--- src/rtl/keypad_pkg.sv ---
// Shared types and constants for the 4x4 hex keypad scanner: FSM states,
// key-code type, column/row idle values and the row/column -> hex key map.
package keypad_pkg;

   typedef enum logic [1:0] {SCAN, DEBOUNCE, HELD} state_t;

   typedef logic [3:0] key_t;

   localparam logic [3:0] COL_RESET = 4'b1110;
   localparam logic [3:0] ROW_IDLE  = 4'b1111;

   // Nibble index = {row, col}; entry 0 (row 0, col 0) sits in the least significant nibble.
   localparam logic [63:0] KEY_MAP = 64'hDEF0_C987_B654_A321;

   function automatic key_t key_lookup(input logic [1:0] row, input logic [1:0] col);
      return KEY_MAP[{row, col, 2'b00} +: 4];
   endfunction

endpackage

--- src/rtl/keypad_if.sv ---
// Key delivery port of the keypad scanner (valid/ready plus sticky overrun).
// The 32-bit digit history "word" exists only when KEYPAD_WORD_EN is defined.
interface keypad_if;
   import keypad_pkg::*;

   logic key_valid;
   logic key_ready;
   key_t key_code;
   logic overrun;
`ifdef KEYPAD_WORD_EN
   logic [31:0] word;
`endif

   modport master (
      input  key_ready,
      output key_valid,
      output key_code,
      output overrun
`ifdef KEYPAD_WORD_EN
      , output word
`endif
   );

   modport slave (
      output key_ready,
      input  key_valid,
      input  key_code,
      input  overrun
`ifdef KEYPAD_WORD_EN
      , input word
`endif
   );

endinterface

--- src/rtl/keypad_sync2.sv ---
// Two-flop synchroniser for the asynchronous, active-low keypad row returns.
// Resets to all rows idle so no phantom key is seen coming out of reset.
module keypad_sync2
   import keypad_pkg::*;
(
   input  logic       clk,
   input  logic       reset,
   input  logic [3:0] d,
   output logic [3:0] q
);

   logic [3:0] row_p0;
   logic [3:0] row_p1;

   always_ff @(posedge clk) begin
      if (reset) begin
         row_p0 <= ROW_IDLE;
         row_p1 <= ROW_IDLE;
      end else begin
         row_p0 <= d;
         row_p1 <= row_p0;
      end
   end

   assign q = row_p1;

endmodule

--- src/rtl/keypad_scan.sv ---
// 4x4 hex keypad scanner: column strobing, debounce FSM and valid/ready key delivery.
// Define KEYPAD_WORD_EN to add the shift register of the last eight accepted digits.
module keypad_scan
   import keypad_pkg::*;
#(
   parameter int SCAN_DIV       = 50000,
   parameter int DEBOUNCE_SCANS = 4
)
(
   input  logic       clk,
   input  logic       reset,
   output logic [3:0] COL,
   input  logic [3:0] ROW,
   keypad_if.master   kif
);

   localparam int                CNT_W     = (SCAN_DIV > 1) ? $clog2(SCAN_DIV) : 1;
   localparam logic [CNT_W-1:0]  CNT_LAST  = CNT_W'(SCAN_DIV - 1);
   localparam int                DB_W      = $clog2(DEBOUNCE_SCANS + 1);
   localparam logic [DB_W-1:0]   DB_TARGET = DB_W'(DEBOUNCE_SCANS);

   logic [3:0]       row_s;
   logic [CNT_W-1:0] cnt;
   logic             sample;
   state_t           state, state_nxt;
   key_t             cand, sample_code, accept_code;
   logic [DB_W-1:0]  deb_cnt, deb_nxt;
   logic             hit, deb_done, load_cand, accept, advance, take;
   logic [2:0]       row_dec;
   logic [1:0]       col_idx;
   logic             key_valid, overrun;
   key_t             key_code;

   // Returns {hit, row index}; only a single low row bit counts as a key.
   function automatic logic [2:0] decode_row(input logic [3:0] r);
      case (r)
         4'b1110: return 3'b100;
         4'b1101: return 3'b101;
         4'b1011: return 3'b110;
         4'b0111: return 3'b111;
         default: return 3'b000;
      endcase
   endfunction

   function automatic logic [1:0] col_index(input logic [3:0] c);
      case (c)
         4'b1101: return 2'd1;
         4'b1011: return 2'd2;
         4'b0111: return 2'd3;
         default: return 2'd0;
      endcase
   endfunction

   keypad_sync2 u_sync (.clk(clk), .reset(reset), .d(ROW), .q(row_s));

   assign sample      = (cnt == CNT_LAST);
   assign row_dec     = decode_row(row_s);
   assign hit         = row_dec[2];
   assign col_idx     = col_index(COL);
   assign sample_code = key_lookup(row_dec[1:0], col_idx);
   assign deb_done    = ((deb_cnt + DB_W'(1)) == DB_TARGET);

   always_ff @(posedge clk) begin
      if (reset) cnt <= '0;
      else       cnt <= sample ? '0 : cnt + CNT_W'(1);
   end

   always_ff @(posedge clk) begin
      if (reset) state <= SCAN;
      else       state <= state_nxt;
   end

   always_comb begin
      state_nxt = state;
      if (sample) begin
         case (state)
            SCAN:     if (hit) state_nxt = (DEBOUNCE_SCANS == 1) ? HELD : DEBOUNCE;
            DEBOUNCE: begin
               if (hit && sample_code == cand) begin
                  if (deb_done) state_nxt = HELD;
               end else begin
                  state_nxt = SCAN;
               end
            end
            HELD:     if (!hit && deb_done) state_nxt = SCAN;
            default:  state_nxt = SCAN;
         endcase
      end
   end

   // In HELD the debounce counter tracks consecutive no-key samples instead of matches.
   always_comb begin
      load_cand   = 1'b0;
      accept      = 1'b0;
      advance     = 1'b0;
      deb_nxt     = deb_cnt;
      accept_code = cand;
      if (sample) begin
         case (state)
            SCAN: begin
               if (!hit) begin
                  advance = 1'b1;
               end else begin
                  load_cand = 1'b1;
                  deb_nxt   = DB_W'(1);
                  if (DEBOUNCE_SCANS == 1) begin
                     accept      = 1'b1;
                     accept_code = sample_code;
                     deb_nxt     = '0;
                  end
               end
            end
            DEBOUNCE: begin
               if (hit && sample_code == cand) begin
                  if (deb_done) begin
                     accept  = 1'b1;
                     deb_nxt = '0;
                  end else begin
                     deb_nxt = deb_cnt + DB_W'(1);
                  end
               end else begin
                  advance = 1'b1;
               end
            end
            HELD: begin
               if (hit) begin
                  deb_nxt = '0;
               end else if (deb_done) begin
                  advance = 1'b1;
                  deb_nxt = '0;
               end else begin
                  deb_nxt = deb_cnt + DB_W'(1);
               end
            end
            default: ;
         endcase
      end
   end

   always_ff @(posedge clk) begin
      if (reset) begin
         COL     <= COL_RESET;
         deb_cnt <= '0;
      end else begin
         if (advance) COL <= {COL[2:0], COL[3]};
         deb_cnt <= deb_nxt;
      end
   end

   always_ff @(posedge clk) begin
      if (load_cand) cand <= sample_code;
   end

   // A key is only dropped when the previous one is still pending and not being taken now.
   assign take = accept && (!key_valid || kif.key_ready);

   always_ff @(posedge clk) begin
      if (reset) begin
         key_valid <= 1'b0;
         key_code  <= '0;
         overrun   <= 1'b0;
      end else begin
         if (take) begin
            key_code  <= accept_code;
            key_valid <= 1'b1;
         end else if (kif.key_ready) begin
            key_valid <= 1'b0;
         end
         if (accept && !take) overrun <= 1'b1;
      end
   end

   assign kif.key_valid = key_valid;
   assign kif.key_code  = key_code;
   assign kif.overrun   = overrun;

`ifdef KEYPAD_WORD_EN
   logic [31:0] word;

   always_ff @(posedge clk) begin
      if (reset)     word <= '0;
      else if (take) word <= {word[27:0], accept_code};
   end

   assign kif.word = word;
`endif

endmodule

--- src/flat_wrapper.sv ---
// flat-port wrapper written by rule: the top's interface ports become plain ports
module keypad_scan_flat import keypad_pkg::*;
#(
   parameter int SCAN_DIV       = 50000,
   parameter int DEBOUNCE_SCANS = 4
)
  (clk, reset, COL, ROW, kif_key_ready, kif_key_valid, kif_key_code, kif_overrun);
  keypad_if kif_i ();
  input  logic clk;
  input  logic reset;
  output logic [3:0] COL;
  input  logic [3:0] ROW;
  input wire logic [$bits(kif_i.key_ready)-1:0] kif_key_ready;
  output wire logic [$bits(kif_i.key_valid)-1:0] kif_key_valid;
  output wire logic [$bits(kif_i.key_code)-1:0] kif_key_code;
  output wire logic [$bits(kif_i.overrun)-1:0] kif_overrun;
  assign kif_i.key_ready = kif_key_ready;
  assign kif_key_valid = kif_i.key_valid;
  assign kif_key_code = kif_i.key_code;
  assign kif_overrun = kif_i.overrun;
  keypad_scan #(.SCAN_DIV(SCAN_DIV), .DEBOUNCE_SCANS(DEBOUNCE_SCANS)) u_core (.clk(clk), .reset(reset), .COL(COL), .ROW(ROW), .kif(kif_i));
endmodule
--- config.mk ---
export PLATFORM = sky130hd
export DESIGN_NAME = keypad_scan_flat
export DESIGN_NICKNAME = d
export VERILOG_FILES = /design/src/rtl/keypad_pkg.sv /design/src/rtl/keypad_if.sv /design/src/rtl/keypad_sync2.sv /design/src/rtl/keypad_scan.sv /design/src/flat_wrapper.sv
export SDC_FILE = /design/constraint.sdc
export NUM_CORES = 1
export LEC_CHECK = 0
export BUFFER_PORTS_ARGS = -buffer_cell sky130_fd_sc_hd__buf_4
export CAP_MARGIN = 20
export CORE_ASPECT_RATIO = 1.1
export CORE_MARGIN = 5
export CORE_UTILIZATION = 62
export CTS_BUF_LIST = sky130_fd_sc_hd__clkbuf_2 sky130_fd_sc_hd__clkbuf_4 sky130_fd_sc_hd__clkbuf_8
export CTS_CLUSTER_DIAMETER = 200
export DETAILED_ROUTE_END_ITERATION = 7
export MAX_ROUTING_LAYER = met4
export PLACE_DENSITY = 0.91
export SKIP_LAST_GASP = 1
export SLEW_MARGIN = 20
export SYNTH_ARGS = -nofsm -noshare
export SYNTH_HDL_FRONTEND = slang
export SYNTH_HIERARCHICAL = 1
export SYNTH_SLANG_ARGS = --single-unit
--- constraint.sdc ---
create_clock -name clk -period 3.1 [get_ports clk]
set_input_delay 0.31 -clock clk [delete_from_list [all_inputs] [get_ports clk]]
set_output_delay 0.31 -clock clk [all_outputs]
set_load 0.02 [all_outputs]
# Word level (Yosys, flattened, before mapping)
# Cells that the tools add are included.
[word_totals]
out_inout_bits = 10
n_memories = 0
elab_cells = 69
latchBits = 0
in_bits = 7
ramBits = 0
romBits = 0
regBits = 43
[op_classes]
reduce_logical = 14
shifts = 1
multipliers = 0
addsub = 2
n_mux = 26
eq_ne = 16
n_lt_le_gt_ge = 0
n_bitwise = 0
div = 0
[ops]
columns = ["operator", "count"]
rows = [
  ["$shiftx A64 B7 Y4 const A", 1],
  ["$eq A4 B4 Y1 const B", 5],
  ["$add A16 B1 Y16 const B", 1],
  ["$eq A16 B16 Y1 const B", 1],
  ["$mux W1", 13],
  ["$mux W3", 4],
  ["$pmux W2 S3", 2],
  ["$pmux W3 S4", 1],
  ["$pmux W3 S3", 1],
  ["$eq A4 B3 Y1 const B", 2],
  ["$mux W2", 4],
  ["$reduce_and A4 Y1", 2],
  ["$ne A2 B1 Y1 const B", 3],
  ["$eq A4 B4 Y1", 1],
  ["$logic_and A1 B1 Y1", 4],
  ["$add A3 B1 Y3 const B", 1],
  ["$eq A3 B3 Y1 const B", 1],
  ["$logic_not A1 Y1", 3],
  ["$ne A3 B2 Y1 const B", 1],
  ["$pmux W1 S3", 1],
  ["$reduce_bool A3 Y1", 1],
  ["$eq A2 B1 Y1 const B", 1],
  ["$eq A2 B2 Y1 const B", 1],
  ["$logic_not A2 Y1", 1],
  ["other kinds (3)", 3],
]

# Logic depth before layout (Yosys ltp)
[depth]
word_depth = 11
ltp_mapped = 12
mapped_depth_nobuf = 11

# Hierarchy
# Netlist, hierarchy kept.
[modules_own_cells]
columns = ["module", "seq_area_each_um2", "cells_per_inst", "area_each_um2", "n_inst"]
rows = [
  ["keypad_scan", 740.7, 241, 2129.5, 1],
  ["keypad_sync2", 160.2, 16, 210.2, 1],
]

# Least setup slack after synthesis
# OpenSTA, ideal clock, no wires.
[synth_path]
kind = "register to register"
start = "register u_core.COL[3]"
end = "register u_core.state[0]"
path_slack_ns = 0.316
period_less_slack_ns = 2.784
setup_time_ns = 0.072
arrival_time_ns = 2.712
stages_incl_launch_ff = 13
t_required_ns = 3.028
path_buffers = 1
cell_sequence = "dfxtp_1 xor2_1 and3_1 buf_2 inv_1 ha_1 nor3b_1 o21ai_0 a21oi_1 mux2i_1 nor4_2 a21oi_1 mux2i_1"
[synth_via]
elab_chain_len = 7
word_cells_on_any_way = 11
cone_classes = "eq/ne (5); shift (1); mux (3); reduce/logical (2)"
[synth_lines]
columns = ["item", "line", "rtl"]
rows = [
  ["start: declaration", "keypad_scan.sv:12", "output logic [3:0] COL,"],
  ["start signal: assignment", "keypad_scan.sv:145", "if (advance) COL <= {COL[2:0], COL[3]};"],
  ["$eq A4 B3 Y1 / $eq A4 B4 Y1 (equally long branches)", "keypad_scan.sv:46", "case (c)"],
  ["$pmux W2 S3 *", "keypad_scan.sv:46", ""],
  ["$shiftx A64 B7 Y4 *", "keypad_pkg.sv:16", "return KEY_MAP[{row, col, 2'b00} +: 4];"],
  ["net u_core.sample_code[2]", "keypad_scan.sv:26", "key_t cand, sample_code, accept_code;"],
  ["$eq A4 B4 Y1 *", "keypad_scan.sv:79", "if (hit && sample_code == cand) begin"],
  ["$logic_and A1 B1 Y1 *", "keypad_scan.sv:79", ""],
  ["$ne A3 B2 Y1 (no source line) / $mux W2 (equally long branches)", "n/a", ""],
  ["$reduce_and A4 Y1 (no source line) / $pmux W2 S3 (equally long branches)", "n/a", ""],
  ["end signal: assignment", "keypad_scan.sv:70", "else state <= state_nxt;"],
  ["end: declaration", "keypad_scan.sv:25", "state_t state, state_nxt;"],
]
# The timed path passes the listed nets; every way through them passes the cells marked *.
# A chain may end at the register's enable or synchronous reset.

# Worst setup path in the final report
[layout_path]
start = "register u_core.COL[1]"
end = "register u_core.key_code[0] (netlist: u_core/kif.key_code[0])"
[layout_via]
elab_chain_len = 9
word_cells_on_any_way = 11
cone_classes = "eq/ne (4); shift (1); mux (4); reduce/logical (2)"
[layout_lines]
columns = ["item", "line", "rtl"]
rows = [
  ["$eq A4 B3 Y1 / $eq A4 B4 Y1 (equally long branches)", "keypad_scan.sv:46", ""],
  ["$pmux W2 S3 *", "keypad_scan.sv:46", ""],
  ["$shiftx A64 B7 Y4 *", "keypad_pkg.sv:16", ""],
  ["$eq A4 B4 Y1 *", "keypad_scan.sv:114", "if (hit && sample_code == cand) begin"],
  ["$logic_and A1 B1 Y1 *", "keypad_scan.sv:114", ""],
  ["$mux W1 *", "keypad_scan.sv:114", ""],
  ["$mux W1 *", "keypad_scan.sv:99", "case (state)"],
  ["$mux W1 *", "keypad_scan.sv:98", "if (sample) begin"],
  ["$logic_and A1 B1 Y1 *", "keypad_scan.sv:155", "assign take = accept && (!key_valid || kif.key_ready);"],
  ["end signal: assignment", "keypad_scan.sv:164", "key_code <= accept_code;"],
  ["end: declaration", "keypad_scan.sv:32", "key_t key_code;"],
]
# Mark *: on every way between the ends. The rest lies on a longest branch, timed or not.

==> results.toml <==
[logic_synthesis]
synth_cells = 257
synthDistinctLibCells = 54
synth_top_area_frac = 0.334
synth-async-reset-ratio = 0
syn_area_um2 = 2340
ys.flop_type = "dfxtp_1"
syn_area_per_cell_um2 = 9.10
synthTopCellsByArea = "dfxtp_1 (33%), ha_1 (6.4%), nor2_1 (5.9%), edfxtp_1 (5.1%), mux2i_1 (4.7%)"
ys_seq_elements = 43
synth-edff-count = 4
synth_fp_nets = 276
synth_largest_area_cell = "dfxtp_1"
synth_seq_area_share = 0.385
ys.warnings.count = 6

[routing]
ant_nets = 0
wl_per_cell_um = 13.2
drt_wl_total_mm = 4.29
drt-initial-drc-count = 179
vias_per_cell = 5.67
drc_errors = 0
routed-via-count = 1837
dr.pass1.iters = 4

[die]
rows = 23
coreArea_um2 = 3650
ios = 17
initial_core_util = 0.640
die_w_um = 68.6
die_y_um = 74.4
die_area_um2 = 5100

[clock_network]
cts_root_buffer = "clkbuf_8"
path_clk_slew_ns = 0.08
postCtsSetupBuffers = 0
cts_made_buffers = 5
cts_max_level = 2
cts.sinks = 43
cts_max_path_buffers = 2
clk_latency_ns = 0.30
cts_tree = "done"

[hold_path]
hold_path_class = "in -> reg"
hp-start = "ROW[0]"

[finish]
multi_input_area_um2 = 1360
nNetsFinal = 292
final_area_um2 = 2580
synthToLayoutAreaGrowth_pct = 10.4
final_common_cell = "dfxtp_1"
num-fill-cells = 290
regArea_um2 = 901
drive_gt1_frac = 0.135
antennaDiodeCount = 0
mostFrequentLayoutCells = "dfxtp_1 (39), nor2_1 (37), buf_4 (18)"

[place]
dp_hpwl_mm = 3.09
dpl-instance-area_um2 = 2490
dpl_worst_slack_ns = 0.159
gp_congestion = 0.874
io_buffers = 16

[sta]
tightest_slew_ns = 0.760
max_freq_mhz = 358
rsz0062_at_grt = "no"
skew_ns = 0.00334
finalSetupTns_ns = 0
fin_crit_sh = 0.901
finalSetupViolations = 0
worst_slack_ns = 0.307
period_minus_slack_ns = 2.79
slew_viol_final = 0
slew_headroom = 0.492
hold_violations = 0

[critical_path]
slowest_delay_ns = 0.43
critical-path-top-delay-family = "simple AND/OR/NAND/NOR gates"
critical_path.startpoint_type = "flip-flop"
critPathRequiredTime_ns = 3.29
endpoint_kind = "flip-flop"
crit_start = "u_core/COL[1]$_SDFFE_PP1P_"
r2r_start = "u_core/COL[1]$_SDFFE_PP1P_"
critPathBufInv = 2
critPathArrivalTime_ns = 2.98
cp_common_cell = "mux2i_1"
crit_chain = "xor2_1 > and3_1 > inv_1 > ha_1 > nor3b_1 > o21ai_1 > mux2i_1 > buf_4 > nor4_4 > mux2i_1 > nor2_1"
crit_type = "reg -> reg"
critPathMaxFanout = 5
slowest_stage = "nor4_4"

[run_status]
status = "finished clean"

[global_routing]
antenna_found_initial = 0
grt_use_total = 0.197
grt_overflow = 0
grt_pass1_wl_mm = 7.38
grt_max_degree = 29
grt_pass1_vias = 1736

[pwr]
leakage_nw = 0.987
p_int_mw = 0.751
swShare = 0.241
p_comb_frac = 0.060
p_seq_frac = 0.583
switchingPower_mw = 0.238
power_density_nw_per_um2 = 383
pwr-share-clk = 0.357
power_mw = 0.989
vdd_drop_max_mv = 0.323

[job]
maxCapViolations = 0
## power by group through the flow
stage | clock network, mW | logic, mW | registers (mW)
after floorplan | 0 | 0.0482 | 0.585
after global placement | 0 | 0.0556 | 0.589
after detailed placement | 0 | 0.0570 | 0.589
after CTS | 0.366 | 0.0575 | 0.576
after global routing | 0.390 | 0.0666 | 0.578
final | 0.353 | 0.0594 | 0.576
## stage by stage
stage	std cells	util	hold slack, ns
2_1_floorplan	257	-	0.383
3_3_place_gp	316	0.681	0.391
3_5_place_dp	316	0.681	0.391
4_1_cts	324	0.705	0.176
5_1_grt	324	0.707	0.169
6_report	324	0.707	0.184
## repair_timing
item                                    in CTS  in global routing
endpoints found under the setup margin       0                  9
hold buffers                                 0                  0
gates resized for setup                      0                  2
endpoints found under the hold margin        0                  0
## cells by family after synthesis
family                     count (synthesis)  share of synthesized area
AOI/OAI and AO/OA                         38                      0.124
xor gates and xnor gates                  21                     0.0882
adders and majority gates                 12                     0.0642
buffers and inverters                     20                     0.0385
DFF                                       43                      0.385
muxes                                     11                     0.0471
and+or+nand+nor                          112                      0.253
## flip-flops by register name, indices dropped and copies added, names as in the netlist, 2 cells and up
signal / cells
u_core/u_sync/q: 4
u_core/cnt: 16
u_core/state: 2
u_core/COL: 4
u_core/deb_cnt: 3
u_core/u_sync/row_p0: 4
u_core/accept_code: 4
u_core/kif.key_code: 4
## final timing paths
| path | end | slack (ns) | cells after the start |
|---|---|---|---|
| setup / recovery | u_core/kif.key_code[0]$_SDFFE_PP0P_ | 0.31 | 11 |
| hold / removal | u_core/u_sync/row_p0[0]$_SDFF_PP1_ | 0.18 | 2 |
| setup reg to reg | u_core/kif.key_code[0]$_SDFFE_PP0P_ | 0.31 | 11 |
| hold reg to reg | u_core/u_sync/q[3]$_SDFF_PP1_ | 0.41 | 1 |
## synthesized netlist by cell type (4+ instances only)
cell      number
o21ai_0        5
nor3_1         5
nand2_1       15
ha_1          12
nand3_1       11
nor2b_1        6
edfxtp_1       4
clkbuf_1       4
inv_1         11
nor2_1        37
or2_1          9
and3_1         4
nor3b_1        5
xor2_1        11
a21oi_1        9
xnor2_1        8
dfxtp_1       39
nand4_1        4
nand2b_1       5
mux2i_1       11
## cell type report
cell class / count / share of cell area
Clock buffer: 5 / 0.0266
Clock inverter: 3 / 0.00726
Inverter: 11 / 0.0160
Multi-Input combinational cell: 194 / 0.525
Sequential cell: 43 / 0.349
Tap cell: 50 / 0.0242
Timing Repair Buffer: 18 / 0.0523
## metal layers
layer / vias to the layer above / track usage / part of all wire
met5: - / - / 0
met4: 0 / 0.113 / 0.025
met3: 16 / 0.0378 / 0.055
met2: 54 / 0.316 / 0.49
met1: 843 / 0.225 / 0.43
li1: 924 / - / -
(Power assumes the default switching activity.)
